--- src/rtl/pipe_hazard_ctrl_pkg.sv ---
// rtl/pipe_hazard_ctrl_pkg.sv - shared types and defaults for the pipeline hazard controller
// Contents: ctrl_state_t FSM encoding, default TIMEOUT and counter width.
package pipe_ctrl_pkg;

    typedef enum logic [1:0] {
        RUN      = 2'd0,
        MEM_WAIT = 2'd1,
        HALT     = 2'd2
    } ctrl_state_t;

    localparam int DEF_TIMEOUT = 64;
    localparam int DEF_CNT_W   = 16;

endpackage

--- src/rtl/pipe_hazard_ctrl_if.sv ---
// rtl/pipe_hazard_ctrl_if.sv - pipeline <-> hazard controller signal bundle
// master: pipeline side (drives decode/EXE/MEM status, clr_cnt; reads controls and counters)
// slave : controller side (reads status; drives hazard, mem_freeze, flush, mem_timeout, counters)
interface pipe_hazard_ctrl_if
    import pipe_ctrl_pkg::*;
#(
    parameter int CNT_W = DEF_CNT_W
) ();

    logic [3:0]       src1;
    logic [3:0]       src2;
    logic             Two_src;
    logic [3:0]       EXE_Dest;
    logic             EXE_MEM_R_EN;
    logic             EXE_WB_EN;
    logic             mem_req;
    logic             mem_ready;
    logic             branch_taken;
    logic             clr_cnt;
    logic             hazard;
    logic             mem_freeze;
    logic             flush;
    logic             mem_timeout;
    logic [CNT_W-1:0] stall_cnt;
    logic [CNT_W-1:0] flush_cnt;

    modport master (
        output src1, src2, Two_src, EXE_Dest, EXE_MEM_R_EN, EXE_WB_EN,
               mem_req, mem_ready, branch_taken, clr_cnt,
        input  hazard, mem_freeze, flush, mem_timeout, stall_cnt, flush_cnt
    );

    modport slave (
        input  src1, src2, Two_src, EXE_Dest, EXE_MEM_R_EN, EXE_WB_EN,
               mem_req, mem_ready, branch_taken, clr_cnt,
        output hazard, mem_freeze, flush, mem_timeout, stall_cnt, flush_cnt
    );

endinterface

--- src/rtl/pipe_hazard_ctrl_sat_counter.sv ---
// rtl/pipe_hazard_ctrl_sat_counter.sv - saturating up-counter with synchronous clear
// Ports: clk, rst (async, active-high), clr (priority clear), inc (count enable), q (count).
module sat_counter #(
    parameter int W = 16
) (
    input  logic         clk,
    input  logic         rst,
    input  logic         clr,
    input  logic         inc,
    output logic [W-1:0] q
);

    logic [W-1:0] cnt_q;
    logic [W-1:0] cnt_d;

    always_comb begin
        cnt_d = cnt_q;
        if (clr) begin
            cnt_d = '0;
        end else if (inc && (cnt_q != {W{1'b1}})) begin
            cnt_d = cnt_q + 1'b1;
        end
    end

    always_ff @(posedge clk or posedge rst) begin
        if (rst) begin
            cnt_q <= '0;
        end else begin
            cnt_q <= cnt_d;
        end
    end

    assign q = cnt_q;

endmodule

--- src/rtl/pipe_hazard_ctrl.sv ---
// rtl/pipe_hazard_ctrl.sv - load-use hazard, memory freeze, branch flush and timeout sequencer
// Ports: clk, rst (async, active-high), bus (slave side of pipe_hazard_ctrl_if).
// hazard/mem_freeze/flush are combinational; mem_timeout and counters are registered.
module pipe_hazard_ctrl
    import pipe_ctrl_pkg::*;
#(
    parameter int TIMEOUT = DEF_TIMEOUT,
    parameter int CNT_W   = DEF_CNT_W
) (
    input  logic              clk,
    input  logic              rst,
    pipe_hazard_ctrl_if.slave bus
);

    localparam int WCNT_W = (TIMEOUT > 1) ? $clog2(TIMEOUT) : 1;
    localparam logic [WCNT_W-1:0] WCNT_LAST = WCNT_W'(TIMEOUT - 1);

    ctrl_state_t       state_q, state_d;
    logic [WCNT_W-1:0] wcnt_q, wcnt_d;
    logic              mem_timeout_q, mem_timeout_d;
    logic              freeze;
    logic              load_use;
    logic              flush;
    logic              hazard;

    always_comb begin
        state_d       = state_q;
        wcnt_d        = wcnt_q;
        mem_timeout_d = mem_timeout_q;
        freeze        = 1'b0;
        case (state_q)
            RUN: begin
                freeze = bus.mem_req & ~bus.mem_ready;
                if (freeze) begin
                    state_d = MEM_WAIT;
                    wcnt_d  = '0;
                end
            end
            MEM_WAIT: begin
                freeze = ~bus.mem_ready;
                if (bus.mem_ready) begin
                    state_d = RUN;
                end else if (wcnt_q == WCNT_LAST) begin
                    state_d       = HALT;
                    mem_timeout_d = 1'b1;
                end else begin
                    wcnt_d = wcnt_q + 1'b1;
                end
            end
            HALT: begin
                freeze = 1'b1;
            end
            default: begin
                state_d = RUN;
            end
        endcase
    end

    always_ff @(posedge clk or posedge rst) begin
        if (rst) begin
            state_q       <= RUN;
            wcnt_q        <= '0;
            mem_timeout_q <= 1'b0;
        end else begin
            state_q       <= state_d;
            wcnt_q        <= wcnt_d;
            mem_timeout_q <= mem_timeout_d;
        end
    end

    assign load_use = bus.EXE_MEM_R_EN & bus.EXE_WB_EN &
                      ((bus.EXE_Dest == bus.src1) |
                       (bus.Two_src & (bus.EXE_Dest == bus.src2)));

    // A frozen branch keeps branch_taken asserted, so its flush simply
    // happens on the first unfrozen cycle.
    assign flush  = bus.branch_taken & ~freeze;
    // The decode instruction is discarded by a flush, so no bubble is needed.
    assign hazard = load_use & ~freeze & ~flush;

    assign bus.hazard      = hazard;
    assign bus.mem_freeze  = freeze;
    assign bus.flush       = flush;
    assign bus.mem_timeout = mem_timeout_q;

    sat_counter #(.W(CNT_W)) u_stall_cnt (
        .clk (clk),
        .rst (rst),
        .clr (bus.clr_cnt),
        .inc (hazard | freeze),
        .q   (bus.stall_cnt)
    );

    sat_counter #(.W(CNT_W)) u_flush_cnt (
        .clk (clk),
        .rst (rst),
        .clr (bus.clr_cnt),
        .inc (flush),
        .q   (bus.flush_cnt)
    );

endmodule

--- src/flat_wrapper.sv ---
// flat-port wrapper written by rule: the top's interface ports become plain ports
module pipe_hazard_ctrl_flat import pipe_ctrl_pkg::*;
#(
    parameter int TIMEOUT = DEF_TIMEOUT,
    parameter int CNT_W   = DEF_CNT_W
)
  (clk, rst, bus_src1, bus_src2, bus_Two_src, bus_EXE_Dest, bus_EXE_MEM_R_EN, bus_EXE_WB_EN, bus_mem_req, bus_mem_ready, bus_branch_taken, bus_clr_cnt, bus_hazard, bus_mem_freeze, bus_flush, bus_mem_timeout, bus_stall_cnt, bus_flush_cnt);
  pipe_hazard_ctrl_if #(.CNT_W(CNT_W)) bus_i ();
  input  logic clk;
  input  logic rst;
  input wire logic [$bits(bus_i.src1)-1:0] bus_src1;
  input wire logic [$bits(bus_i.src2)-1:0] bus_src2;
  input wire logic [$bits(bus_i.Two_src)-1:0] bus_Two_src;
  input wire logic [$bits(bus_i.EXE_Dest)-1:0] bus_EXE_Dest;
  input wire logic [$bits(bus_i.EXE_MEM_R_EN)-1:0] bus_EXE_MEM_R_EN;
  input wire logic [$bits(bus_i.EXE_WB_EN)-1:0] bus_EXE_WB_EN;
  input wire logic [$bits(bus_i.mem_req)-1:0] bus_mem_req;
  input wire logic [$bits(bus_i.mem_ready)-1:0] bus_mem_ready;
  input wire logic [$bits(bus_i.branch_taken)-1:0] bus_branch_taken;
  input wire logic [$bits(bus_i.clr_cnt)-1:0] bus_clr_cnt;
  output wire logic [$bits(bus_i.hazard)-1:0] bus_hazard;
  output wire logic [$bits(bus_i.mem_freeze)-1:0] bus_mem_freeze;
  output wire logic [$bits(bus_i.flush)-1:0] bus_flush;
  output wire logic [$bits(bus_i.mem_timeout)-1:0] bus_mem_timeout;
  output wire logic [$bits(bus_i.stall_cnt)-1:0] bus_stall_cnt;
  output wire logic [$bits(bus_i.flush_cnt)-1:0] bus_flush_cnt;
  assign bus_i.src1 = bus_src1;
  assign bus_i.src2 = bus_src2;
  assign bus_i.Two_src = bus_Two_src;
  assign bus_i.EXE_Dest = bus_EXE_Dest;
  assign bus_i.EXE_MEM_R_EN = bus_EXE_MEM_R_EN;
  assign bus_i.EXE_WB_EN = bus_EXE_WB_EN;
  assign bus_i.mem_req = bus_mem_req;
  assign bus_i.mem_ready = bus_mem_ready;
  assign bus_i.branch_taken = bus_branch_taken;
  assign bus_i.clr_cnt = bus_clr_cnt;
  assign bus_hazard = bus_i.hazard;
  assign bus_mem_freeze = bus_i.mem_freeze;
  assign bus_flush = bus_i.flush;
  assign bus_mem_timeout = bus_i.mem_timeout;
  assign bus_stall_cnt = bus_i.stall_cnt;
  assign bus_flush_cnt = bus_i.flush_cnt;
  pipe_hazard_ctrl #(.TIMEOUT(TIMEOUT), .CNT_W(CNT_W)) u_core (.clk(clk), .rst(rst), .bus(bus_i));
endmodule
--- config.mk ---
export PLATFORM = sky130hd
export DESIGN_NAME = pipe_hazard_ctrl_flat
export DESIGN_NICKNAME = d
export VERILOG_FILES = /design/src/rtl/pipe_hazard_ctrl_pkg.sv /design/src/rtl/pipe_hazard_ctrl_if.sv /design/src/rtl/pipe_hazard_ctrl_sat_counter.sv /design/src/rtl/pipe_hazard_ctrl.sv /design/src/flat_wrapper.sv
export SDC_FILE = /design/constraint.sdc
export NUM_CORES = 1
export LEC_CHECK = 0
export ABC_CLOCK_PERIOD_IN_PS = 2900
export BUFFER_PORTS_ARGS = -buffer_cell sky130_fd_sc_hd__buf_2
export CAP_MARGIN = 20
export CORE_MARGIN = 2
export CORE_UTILIZATION = 30
export CTS_BUF_LIST = sky130_fd_sc_hd__clkbuf_16
export DETAILED_ROUTE_END_ITERATION = 7
export PLACE_DENSITY = 0.56
export SYNTH_ARGS = -nofsm -noshare
export SYNTH_HDL_FRONTEND = slang
export SYNTH_HIERARCHICAL = 1
export SYNTH_SLANG_ARGS = --single-unit
--- constraint.sdc ---
create_clock -name clk -period 2.9 [get_ports clk]
set_clock_uncertainty 0.05 [all_clocks]
set_input_delay 0.29 -clock clk [delete_from_list [all_inputs] [get_ports clk]]
set_output_delay 0.29 -clock clk [all_outputs]
set_load 0.02 [all_outputs]
# --- Word level (Yosys, flattened, before mapping) ---
# Index checks and enable logic that the tools add are counted.
totals:
  romBits: 0
  latch_bits: 0
  inputBits: 21
  out_inout_bits: 36
  mem_count: 0
  regBits: 41
  ram_bits: 0
op_classes:
  n_div: 0
  shifts: 0
  n_lt_le_gt_ge: 0
  bitwise: 13
  addsub: 3
  reduce_logical: 9
  n_mul: 0
  mux: 13
  n_eq_ne: 11
ops:
  columns: ["operator", "n"]
  rows:
  - ["16-bit 2-to-1 mux", 4]
  - ["16-bit by 1-bit adder with 16-bit output, second input constant", 2]
  - ["16-bit inequality test, second input constant", 2]
  - ["6-bit 2-to-1 mux", 3]
  - ["6-bit one-hot mux with 2 select lines", 1]
  - ["4-bit == test", 2]
  - ["1-bit bitwise AND", 7]
  - ["6-bit by 1-bit adder with 6-bit output, second input constant", 1]
  - ["6-bit == test, second input constant", 1]
  - ["2-bit 2-to-1 mux", 3]
  - ["2-bit one-hot mux with 3 select lines", 1]
  - ["3-bit AND reduction", 2]
  - ["2-bit nonzero test", 3]
  - ["2-bit inequality test, second input constant", 2]
  - ["1-bit NOT", 4]
  - ["4-bit AND reduction", 1]
  - ["3-bit by 2-bit inequality test with 1-bit output, second input constant", 1]
  - ["1-bit one-hot mux with 3 select lines", 1]
  - ["2-bit by 1-bit == test with 1-bit output, second input constant", 1]
  - ["2-bit == test, second input constant", 1]
  - ["1-bit logical AND", 2]
  - ["2-bit logical NOT", 1]
  - ["2-bit by 1-bit inequality test with 1-bit output, second input constant", 1]
  - ["1-bit bitwise OR", 2]

# --- Longest topological paths before layout ---
logic_depth:
  word_depth: 11
  mapped_depth: 9

# --- Cells and area by module ---
# Netlist, hierarchy kept.
modules_own_cells:
  columns: ["module", "area_each_um2", "cells_per_inst", "n_inst"]
  rows:
  - ["sat_counter", 932.1, 101, 2]
  - ["pipe_hazard_ctrl", 616.8, 64, 1]

# --- Worst setup path after synthesis ---
# No wires, ideal clock.
synth_path:
  path_type: "register to register"
  start: "reg u_core.state_q[0]"
  end: "reg u_core.u_flush_cnt.cnt_q[13] (netlist: u_core/u_flush_cnt/q[13])"
  stages_incl_launch_ff: 9
  arrival_ns: 2.414
  t_required_ns: 2.772
  synth_period_minus_slack_ns: 2.541
  setup_slack_ns: 0.359
  cell_sequence: "dfrtp_1 -> buf_6 -> o21ai_2 -> and3_1 -> clkbuf_2 -> nand3_1 -> or4_4 -> or4_1 -> a21oi_1"
synth_via:
  elab_chain_len: 6
  word_cells_on_any_way: 8
  cone_classes: "eq/ne (2); mux (1); bitwise (2); reduce/logical (3)"
synth_rtl:
  columns: ["item", "line_no", "text"]
  rows:
  - ["start, declared", "pipe_hazard_ctrl.sv:18", "ctrl_state_t state_q, state_d;"]
  - ["start signal, assigned", "pipe_hazard_ctrl.sv:65", "state_q <= state_d;"]
  - ["2-bit == test, or another cell as far along", "pipe_hazard_ctrl.sv:31", "case (state_q)"]
  - ["1-bit one-hot mux with 3 select lines (*)", "pipe_hazard_ctrl.sv:31", null]
  - ["1-bit NOT (*)", "pipe_hazard_ctrl.sv:77", "assign flush = bus.branch_taken & ~freeze;"]
  - ["1-bit bitwise AND (*)", "pipe_hazard_ctrl.sv:77", null]
  - ["named net bus_flush", "flat_wrapper.sv:23", "output wire logic [$bits(bus_i.flush)-1:0] bus_flush;"]
  - ["1-bit logical AND (*)", "pipe_hazard_ctrl_sat_counter.sv:20", "end else if (inc && (cnt_q != {W{1'b1}})) begin"]
  - ["2-bit nonzero test (no line) (*)", null, null]
  - ["end signal, assigned", "pipe_hazard_ctrl_sat_counter.sv:29", "cnt_q <= cnt_d;"]
  - ["end, declared", "pipe_hazard_ctrl_sat_counter.sv:13", "logic [W-1:0] cnt_q;"]
# The timed path passes the listed nets; every way through them passes the cells marked *.
# A chain may end at the register's enable or synchronous reset.

# --- Worst setup path after layout ---
layout_path:
  start: "reg u_core.state_q[1]"
  end: "reg u_core.u_stall_cnt.cnt_q[13] (netlist: u_core/u_stall_cnt/q[13])"
layout_via:
  elab_chain_len: 9
  word_cells_on_any_way: 12
  cone_classes: "eq/ne (2); mux (1); bitwise (6); reduce/logical (3)"
layout_rtl:
  columns: ["item", "line_no", "text"]
  rows:
  - ["2-bit == test, or another cell as far along", "pipe_hazard_ctrl.sv:31", null]
  - ["1-bit one-hot mux with 3 select lines (*)", "pipe_hazard_ctrl.sv:31", null]
  - ["1-bit NOT", "pipe_hazard_ctrl.sv:77, pipe_hazard_ctrl.sv:79", null]
  - ["1-bit bitwise AND", "pipe_hazard_ctrl.sv:77", null]
  - ["1-bit NOT", "pipe_hazard_ctrl.sv:79", "assign hazard = load_use & ~freeze & ~flush;"]
  - ["1-bit bitwise AND", "pipe_hazard_ctrl.sv:79", null]
  - ["1-bit bitwise OR (*)", "pipe_hazard_ctrl.sv:90", ".inc (hazard | freeze),"]
  - ["1-bit logical AND (*)", "pipe_hazard_ctrl_sat_counter.sv:20", null]
  - ["2-bit nonzero test (no line) (*)", null, null]
  - ["end signal, assigned", "pipe_hazard_ctrl_sat_counter.sv:29", null]
  - ["end, declared", "pipe_hazard_ctrl_sat_counter.sv:13", null]
# Every way passes the cells marked *; elsewhere a longest branch is shown, timed or not.

==> metrics.yaml <==
clock_network:
  ctsHtreeMaxLevel: 2
  cts.sinks: 41
  clock_path_buffers: 2
  cts-root-buf: "clkbuf_16"
  clk_pin_slew_ps: 60
  cts_tree: "yes"
  cts_setup_buffers: 0
  post_cts_resized: 0
  cts_buffers: 5
  clock_latency_ps: 280
critical_path:
  path_class: "flop to flop"
  worstPathRequired_ps: 3050
  crit_path_start_kind: "flop"
  timing.rr.end: "u_core/u_stall_cnt/q[13]"
  crit_path_end: "u_core/u_stall_cnt/q[13]"
  cp.arrival_ps: 2640
  crit_fanout: 9
  crit_path_start: "u_core/state_q[1]"
  ff2ff_setup_slack_ps: 410
  cp-end-kind: "flop"
  worstReg2RegStart: "u_core/state_q[1]"
  reg2regPathDepth: 8
global_route:
  grt_pass1_wl_mm: 10.3
  grt_pass1_vias: 2170
  gr-usage-all-layers_pct: 14.4
  antenna_found_initial: 0
  grt_max_degree: 39
  overflow: 0
job:
  maxCapViolCount: 0
power_and_ir_drop:
  power_uw: 1270
  peakVddDrop_mv: 0.201
  p_leak_uw: 0.00128
  pwr_density_cell_nw_per_um2: 424
detailed_routing:
  wire_per_inst_um: 14.4
  drc: 0
  first_iter_violations: 76
  via_count: 2282
  first_pass_iters: 4
  viasPerCell: 5.31
  routed_wl_mm: 6.19
  ant_nets: 0
synth:
  syn_area_per_cell_um2: 9.33
  synth_top_cell_area_share_pct: 41.4
  synth-seq-cells: 41
  yosysWarnings: 6
  synth.distinct_cells: 45
  synth_nets: 290
  synth_edf_count: 0
  post-synth-top-count-cell: "dfrtp_1"
  yosys-top-cells-area: "dfrtp_1 (41%), a21oi_1 (5.4%), or4_1 (3.9%)"
  async_flop_share_pct: 100
  yosys-top-cells-count: "dfrtp_1 (41), a21oi_1 (27), nand2_1 (18), nand3_1 (14), or3_1 (14)"
  yosys.area.top_type: "dfrtp_1"
  synthCells: 266
  netlist_area_um2: 2480
  synthFlopType: "dfrtp_1"
  yosysSeqAreaShare_pct: 41.4
floorplan:
  die_height_um: 94.9
  io_pins: 57
  rows: 33
  coreArea_um2: 8130
  design.die.area_um2: 9010
  die_w_um: 94.9
  start_util_pct: 30.5
place:
  dp_hpwl_mm: 4.46
  io_buffers: 56
  gp_congestion: 0.817
finish:
  syn_to_final_growth_pct: 21.0
  n_fill_cell: 825
  nets: 348
  diodes: 0
  layout-drive-gt1-share_pct: 25.8
  regArea_um2: 1030
  multi_input_area_um2: 1360
sta:
  hold_viol_final: 0
  max_freq_mhz: 401
  worstMarginPinSlew_ps: 826
  finalSetupTns_ps: 0
  rsz0062_at_grt: "false"
  maxSlewViolCount: 0
  layout_min_cycle_time_ps: 2490
  setup_violations: 0
  slew_headroom_pct: 44.2
  fin_crit_sh_pct: 86.0
min_path:
  hold_path.class: "input port to flop"
status:
  status: "finished clean"
-- metrics by stage --
stage / cells / area (um^2) / hold WS, ps / util (%) / worst slack [ps]
after floorplan: 266 / 2480 / 67.9 / - / 359
after global placement: 421 / 2850 / 259 / 35.1 / 432
after detailed placement: 421 / 2850 / 255 / 35.1 / 362
after CTS: 430 / 3000 / 298 / 36.9 / 419
after global routing: 430 / 3000 / 344 / 36.9 / 237
final: 430 / 3000 / 313 / 36.9 / 407
-- kinds of logic after synthesis --
group	count (synthesis)	synth area share (%)
adders and majority gates	3	1.51
buffers and inverters	18	3.83
muxes	8	3.63
AOI/OAI and AO/OA	64	15.8
xor gates and xnor gates	8	2.82
and+or+nand+nor	124	31.0
DFF	41	41.4
-- area by class of cell --
cell class	count	area share (%)
Inverter	9	1.13
Timing Repair Buffer	60	10.4
Tap cell	105	4.38
Multi-Input combinational cell	207	45.3
Sequential cell	41	34.2
Clock buffer	5	4.17
Clock inverter	3	0.417
-- flip-flops by register name, summed over array words and instances, names as in the netlist --
name	count
u_core/wcnt_q	6
u_core/u_flush_cnt/q	16
u_core/state_q	2
u_core/u_stall_cnt/q	16
u_core/bus.mem_timeout	1
-- metal layers --
metal	vias to the layer above	share of wire [%]	global-route usage [%]	wire, um
li1	1143	-	-	-
met1	1084	48	19.6	2970
met2	53	47	23.2	2910
met3	2	4.2	2.87	262
met4	0	0.65	3.99	40
met5	-	0	0	0
-- power by group --
part,internal [uW],switching (uW)
registers,587,21.7
logic,53.3,74.4
clock network,312,224
-- repair_timing --
| action | 4_1_cts | 5_1_grt |
|---|---|---|
| endpoints found under the hold margin | 9 | 0 |
| hold buffers | 1 | 0 |
| endpoints found under the setup margin | 0 | 0 |
-- worst max-delay path, stage by stage (launching register included) --
cell and delay [ps]:
dfrtp_1 430, nor2_4 180, o21ai_2 140, nand2_1 140, o21bai_1 160, nand3_1 230
or4_4 500, or4_1 420, a21oi_1 150
-- worst min path at each step --
stage                        startpoint                endpoint  cells past startpoint
after floorplan                     rst  u_core/bus.mem_timeout                      1
after global placement              rst        u_core/wcnt_q[2]                      2
after detailed placement            rst        u_core/wcnt_q[1]                      2
after CTS                 bus_mem_ready       u_core/state_q[1]                      4
after global routing      bus_mem_ready       u_core/state_q[1]                      4
final                     bus_mem_ready       u_core/state_q[1]                      4
-- cell usage in the layout, fill, tap and decap left out, drive strengths merged, types with 3 or more instances in the layout --
cell type,synthesis,layout
o41ai,5,5
nand2b,6,6
inv,9,9
clkinv,0,3
nor3,11,11
dfrtp,41,41
nor2b,6,6
nand3,16,16
buf,3,59
a21oi,27,27
ha,3,3
nand2,18,18
o31ai,12,12
mux2,5,5
mux2i,3,3
nand4,10,10
clkbuf,4,5
o21ai,12,12
nor2,9,9
a31oi,3,3
or4,17,17
nor4,7,7
or3,16,16
xor2,7,7
No activity file was read; power rests on OpenSTA's default activity.
